$ cat src/rtl/rv32_mod_stage_sequencer.sv
// rv32_mod_stage_sequencer: multi-cycle FETCH/DECODE/EXECUTE/MEM/WRITEBACK
// control for rv32imc_ss. Owns the PC, instruction register, bus handshakes,
// bus-wait timeout and the sticky trap state.
// Optional feature macro: RV32_SEQ_COMPRESSED_EN (defined = compressed
// instructions execute; undefined = they trap in DECODE with cause 2).
module rv32_mod_stage_sequencer #(
  parameter logic [31:0] RESET_PC = 32'h0000_0000,
  parameter int unsigned TIMEOUT  = 16
) (
  input  logic        clk,
  input  logic        rstn,
  input  logic        halt_req,
  output logic        ibus_req,
  output logic [31:0] ibus_addr,
  input  logic        ibus_ack,
  input  logic        ibus_err,
  input  logic [31:0] ibus_rdata,
  output logic [31:0] instruction,
  input  logic        dec_is_mem_or_io,
  input  logic        dec_is_compressed,
  output logic        exec_en,
  output logic        dbus_req,
  input  logic        dbus_ack,
  input  logic        dbus_err,
  output logic        rf_we,
  input  logic [31:0] next_pc,
  output logic [31:0] pc,
  output logic [2:0]  pc_step,
  output logic        retired,
  output logic [2:0]  state,
  output logic        trap,
  output logic [1:0]  trap_cause
);

  typedef enum logic [2:0] {
    S_FETCH     = 3'd0,
    S_DECODE    = 3'd1,
    S_EXECUTE   = 3'd2,
    S_MEM       = 3'd3,
    S_WRITEBACK = 3'd4,
    S_HALT      = 3'd5,
    S_TRAP      = 3'd6
  } state_e;

  localparam logic [31:0] NOP     = 32'h0000_0013;
  localparam bit          TO_EN   = (TIMEOUT != 0);
  localparam logic [7:0]  TO_LAST = 8'(TIMEOUT - 1);

  state_e      state_q, state_d;
  logic [31:0] pc_q, pc_d;
  logic [31:0] instr_q, instr_d;
  logic [7:0]  cnt_q, cnt_d;
  logic [1:0]  cause_q, cause_d;
  logic        trap_q;
  logic        ibus_req_q, dbus_req_q, exec_en_q, rf_we_q, retired_q;
  logic        to_hit;

  assign to_hit = TO_EN && (cnt_q == TO_LAST);

  // Next-state, PC, instruction register and wait-counter logic.
  always_comb begin
    state_d = state_q;
    pc_d    = pc_q;
    instr_d = instr_q;
    cnt_d   = cnt_q;
    cause_d = cause_q;
    unique case (state_q)
      S_FETCH: begin
        if (ibus_req_q) begin
          if (ibus_err) begin
            state_d = S_TRAP;
            cause_d = 2'd1;
          end else if (ibus_ack) begin
            instr_d = ibus_rdata;
            state_d = S_DECODE;
          end else if (to_hit) begin
            state_d = S_TRAP;
            cause_d = 2'd3;
          end else if (TO_EN) begin
            cnt_d = cnt_q + 8'd1;
          end
        end
      end
      S_DECODE: begin
`ifdef RV32_SEQ_COMPRESSED_EN
        state_d = S_EXECUTE;
`else
        if (dec_is_compressed) begin
          state_d = S_TRAP;
          cause_d = 2'd2;
        end else begin
          state_d = S_EXECUTE;
        end
`endif
      end
      S_EXECUTE: begin
        state_d = dec_is_mem_or_io ? S_MEM : S_WRITEBACK;
      end
      S_MEM: begin
        if (dbus_req_q) begin
          if (dbus_err) begin
            state_d = S_TRAP;
            cause_d = 2'd1;
          end else if (dbus_ack) begin
            state_d = S_WRITEBACK;
          end else if (to_hit) begin
            state_d = S_TRAP;
            cause_d = 2'd3;
          end else if (TO_EN) begin
            cnt_d = cnt_q + 8'd1;
          end
        end
      end
      S_WRITEBACK: begin
        pc_d    = next_pc;
        state_d = halt_req ? S_HALT : S_FETCH;
      end
      S_HALT: begin
        if (!halt_req) state_d = S_FETCH;
      end
      S_TRAP: begin
        state_d = S_TRAP;
      end
      default: begin
        state_d = S_TRAP;
      end
    endcase
    if ((state_d != state_q) && ((state_d == S_FETCH) || (state_d == S_MEM)))
      cnt_d = '0;
  end

  // State and registered outputs; requests and strobes are decoded from the
  // next state so they are valid in the state they belong to with no path
  // from bus inputs to bus outputs.
  always_ff @(posedge clk or negedge rstn) begin
    if (!rstn) begin
      state_q    <= S_FETCH;
      pc_q       <= RESET_PC;
      instr_q    <= NOP;
      cnt_q      <= '0;
      cause_q    <= '0;
      trap_q     <= 1'b0;
      ibus_req_q <= 1'b0;
      dbus_req_q <= 1'b0;
      exec_en_q  <= 1'b0;
      rf_we_q    <= 1'b0;
      retired_q  <= 1'b0;
    end else begin
      state_q    <= state_d;
      pc_q       <= pc_d;
      instr_q    <= instr_d;
      cnt_q      <= cnt_d;
      cause_q    <= cause_d;
      trap_q     <= (state_d == S_TRAP);
      ibus_req_q <= (state_d == S_FETCH);
      dbus_req_q <= (state_d == S_MEM);
      exec_en_q  <= (state_d == S_EXECUTE);
      rf_we_q    <= (state_d == S_WRITEBACK);
      retired_q  <= (state_d == S_WRITEBACK);
    end
  end

  assign ibus_req    = ibus_req_q;
  assign ibus_addr   = pc_q;
  assign instruction = instr_q;
  assign exec_en     = exec_en_q;
  assign dbus_req    = dbus_req_q;
  assign rf_we       = rf_we_q;
  assign retired     = retired_q;
  assign pc          = pc_q;
  assign pc_step     = dec_is_compressed ? 3'd2 : 3'd4;
  assign state       = state_q;
  assign trap        = trap_q;
  assign trap_cause  = cause_q;

endmodule

$ cat config.mk
export PLATFORM = sky130hd
export DESIGN_NAME = rv32_mod_stage_sequencer
export DESIGN_NICKNAME = d
export VERILOG_FILES = /design/src/rtl/rv32_mod_stage_sequencer.sv
export SDC_FILE = /design/constraint.sdc
export NUM_CORES = 1
export LEC_CHECK = 0
export BUFFER_PORTS_ARGS = -buffer_cell sky130_fd_sc_hd__buf_2
export CAP_MARGIN = 10
export CORE_ASPECT_RATIO = 0.8
export CORE_MARGIN = 5
export CORE_UTILIZATION = 34
export CTS_CLUSTER_SIZE = 12
export DETAILED_ROUTE_END_ITERATION = 8
export GPL_TIMING_DRIVEN = 0
export PLACE_DENSITY = 0.71
export SLEW_MARGIN = 20
export SYNTH_ARGS = -nofsm -noshare
export SYNTH_HDL_FRONTEND = slang
export SYNTH_SLANG_ARGS = --single-unit
$ cat constraint.sdc
create_clock -name clk -period 2 [get_ports clk]
set_input_delay 0.1 -clock clk [delete_from_list [all_inputs] [get_ports clk]]
set_output_delay 0.1 -clock clk [all_outputs]
set_load 0.02 [all_outputs]
==> impl_metrics.ini <==
[die]
core_um2 = 10900
die_area_um2 = 13400
io_pins = 183
die_y_um = 105
rows = 34
fp.dieW_um = 128
start_util_pct = 34.9

[grt]
overflow = 0
grt_max_degree = 50
top_usage_layer = met2
grt_usage_pct = 15.9
met2_usage_pct = 27.5
grt_antenna_before_repair = 0
met3_usage_pct = 6.07
met1_usage_pct = 17.5
grt_pass1_wl_um = 17300
grt_pass1_vias = 3468

[final_layout]
layout_common_cells = 180 x buf_2, 76 x dfrtp_1, 64 x mux2_2, 51 x buf_4, 49 x dlygate4sd3_1
multi_input_area_um2 = 1480
antenna_cells = 0
seqCellArea_um2 = 2060
area_growth_pct = 55.2
fin_area_um2 = 5910
fin_util_pct = 54.2
final_layout_size_suffix_gt1_share_pct = 64.4
final_common_cell = buf_2
n_fill_cell = 935
final_nets = 622

[detailed_routing]
route.vias.total = 3203
first_pass_iters = 5
ant_nets = 0
first_iter_violations = 66
vias_per_cell = 4.60
drc = 0
wl_um = 10700
wl_per_cell_um = 15.4

[logic_synthesis]
synthArstFlopShare_pct = 100
synth_area_leaders = dfrtp_1 52%, mux2_2 19%, buf_4 7.1%
synth-edff-count = 0
synth_top_area_share_pct = 52.0
synth_cell_types = 52
syn_area_per_cell_um2 = 13.1
ys_seq_area_share_pct = 54.0
synth_area_leader_cell = dfrtp_1
synth_ff_type = dfrtp_1
yosys_register_bits = 82
yosys_warnings = 0
synthesis.nets = 365
synthCells = 291
synthesis.area_um2 = 3800

[timing]
maxSlewViolCount = 0
holdWs_ns = 0.0113
post-route-period-util_pct = 106
min_period_ns = 2.13
finalSetupViolations = 10
fin_skew_ns = 0.00527
timing.final.ws_setup_ns = -0.128
max_freq_mhz = 470
rsz0062_at_grt = true
final_hold_viol_count = 0
final.setup.tns_ns = -1.11

[setup_path]
arrival_ns = 2.33
start_kind = flop
end_kind = flop
r2r_setup_slack_ns = -0.13
worst-path-max-fanout = 10
cp.required_ns = 2.20
crit_type = reg2reg

[placement]
io_buffers = 181
hpwl_um = 7520
postPlaceCellArea_um2 = 4940
place.gp.congestion = 0.803

[min_path]
hp-class = in2reg

[cts]
cts_buffer_depth = 2
clk_pin_slew_ns = 0.06
cts_tree = yes
htreeDepth = 3
clk_latency_ns = 0.33
numClockSinks = 82
root_buffer = clkbuf_16
numCtsBuffers = 9

[job]
cap_violations = 0

[outcome]
status = finished with violations
failed_checks = negative setup slack

[power]
p_leak_nw = 3.07
ir_worst_vdd_mv = 0.490
powerDensity_nw_per_um2 = 1310
==> cells in the mapped netlist (all sizes together) (3+ instances only) <==
master	number
and2b	3
a21oi	3
and3	3
mux2	64
nor3	3
nand2	10
a31oi	3
a211oi	4
nand2b	3
nand4	4
nor2	19
xor2	6
clkbuf	3
dfstp	3
inv	7
dfrtp	79
buf	42
o21ai	3
==> critical path, cell delays in order (launching register included) <==
cell      delay, ns
dfrtp_2        0.40
buf_6          0.14
or4b_4         0.52
o21ai_4        0.19
a211oi_2       0.11
a21o_1         0.20
a32oi_4        0.35
nor2_1         0.09
==> cell type report <==
cell class | count | area share, %
tap | 144 | 3.05
clock buffer | 11 | 4.11
multi-input combinational | 157 | 25.1
sequential | 82 | 34.9
buffer | 45 | 5.72
timing repair buffer | 246 | 26.1
clock inverter | 5 | 0.657
inverter | 7 | 0.445
==> through the flow <==
step | cells | power [mW] | setup slack, ns
floorplan | 291 | 4.82 | -0.0682
global placement | 616 | 5.86 | -0.338
detailed placement | 617 | 5.95 | -0.420
CTS | 693 | 7.69 | -0.142
global route | 697 | 8.16 | -0.251
finish | 697 | 7.71 | -0.128
==> registers in the layout (all words and copies together) (netlist names) <==
register,count
cnt_q,8
dbus_req,1
exec_en,1
ibus_addr,32
ibus_req,1
instruction,32
retired,1
state,3
trap,1
trap_cause,2
==> path summary, 6_finish.rpt <==
kind,to,start,cells past startpoint
worst min-delay path,ibus_addr[6]$_DFFE_PN0P_,next_pc[6],2
max in group asynchronous,instruction[0]$_DFFE_PN1P_,rstn,3
min in group asynchronous,trap_cause[0]$_DFFE_PN0P_,rstn,2
worst min register to register,trap_cause[0]$_DFFE_PN0P_,trap_cause[0]$_DFFE_PN0P_,1
worst max-delay path,cnt_q[6]$_DFFE_PN0P_,state[2]$_DFF_PN0_,7
worst max register to register,cnt_q[6]$_DFFE_PN0P_,state[2]$_DFF_PN0_,7
==> routing by layer <==
metal | vias up | wire length, µm
li1 | 1488 | -
met1 | 1523 | 4040
met2 | 161 | 5340
met3 | 31 | 1040
met4 | 0 | 332
met5 | - | 0
==> cell families (layout without fill, tap and decap cells) <==
family | after synthesis | count (layout) | synth area share, %
simple gates | 59 | 59 | 9.83
flops | 82 | 82 | 54.0
mux | 65 | 65 | 19.2
fa+ha+maj | 1 | 1 | 0.329
xor+xnor | 7 | 7 | 1.61
buf+inv | 52 | 314 | 9.27
compound gates | 24 | 24 | 5.62
other cells | 1 | 1 | 0.0986
==> report_power, final <==
group          total [mW]  leakage [nW]  internal, mW  switching (mW)
clock network        1.53         0.124         0.879           0.656
logic                3.75          1.90          1.75            2.01
registers            2.43          1.05          2.09           0.337
==> repair_timing <==
action / in CTS / in global routing
hold buffers: 49 / 0
pin swaps: 6 / 8
endpoints found under the setup margin: 41 / 43
hold endpoints to repair: 81 / 0
buffers inserted: 11 / 4
resized for setup: 13 / 9
(Power assumes the default switching activity.)
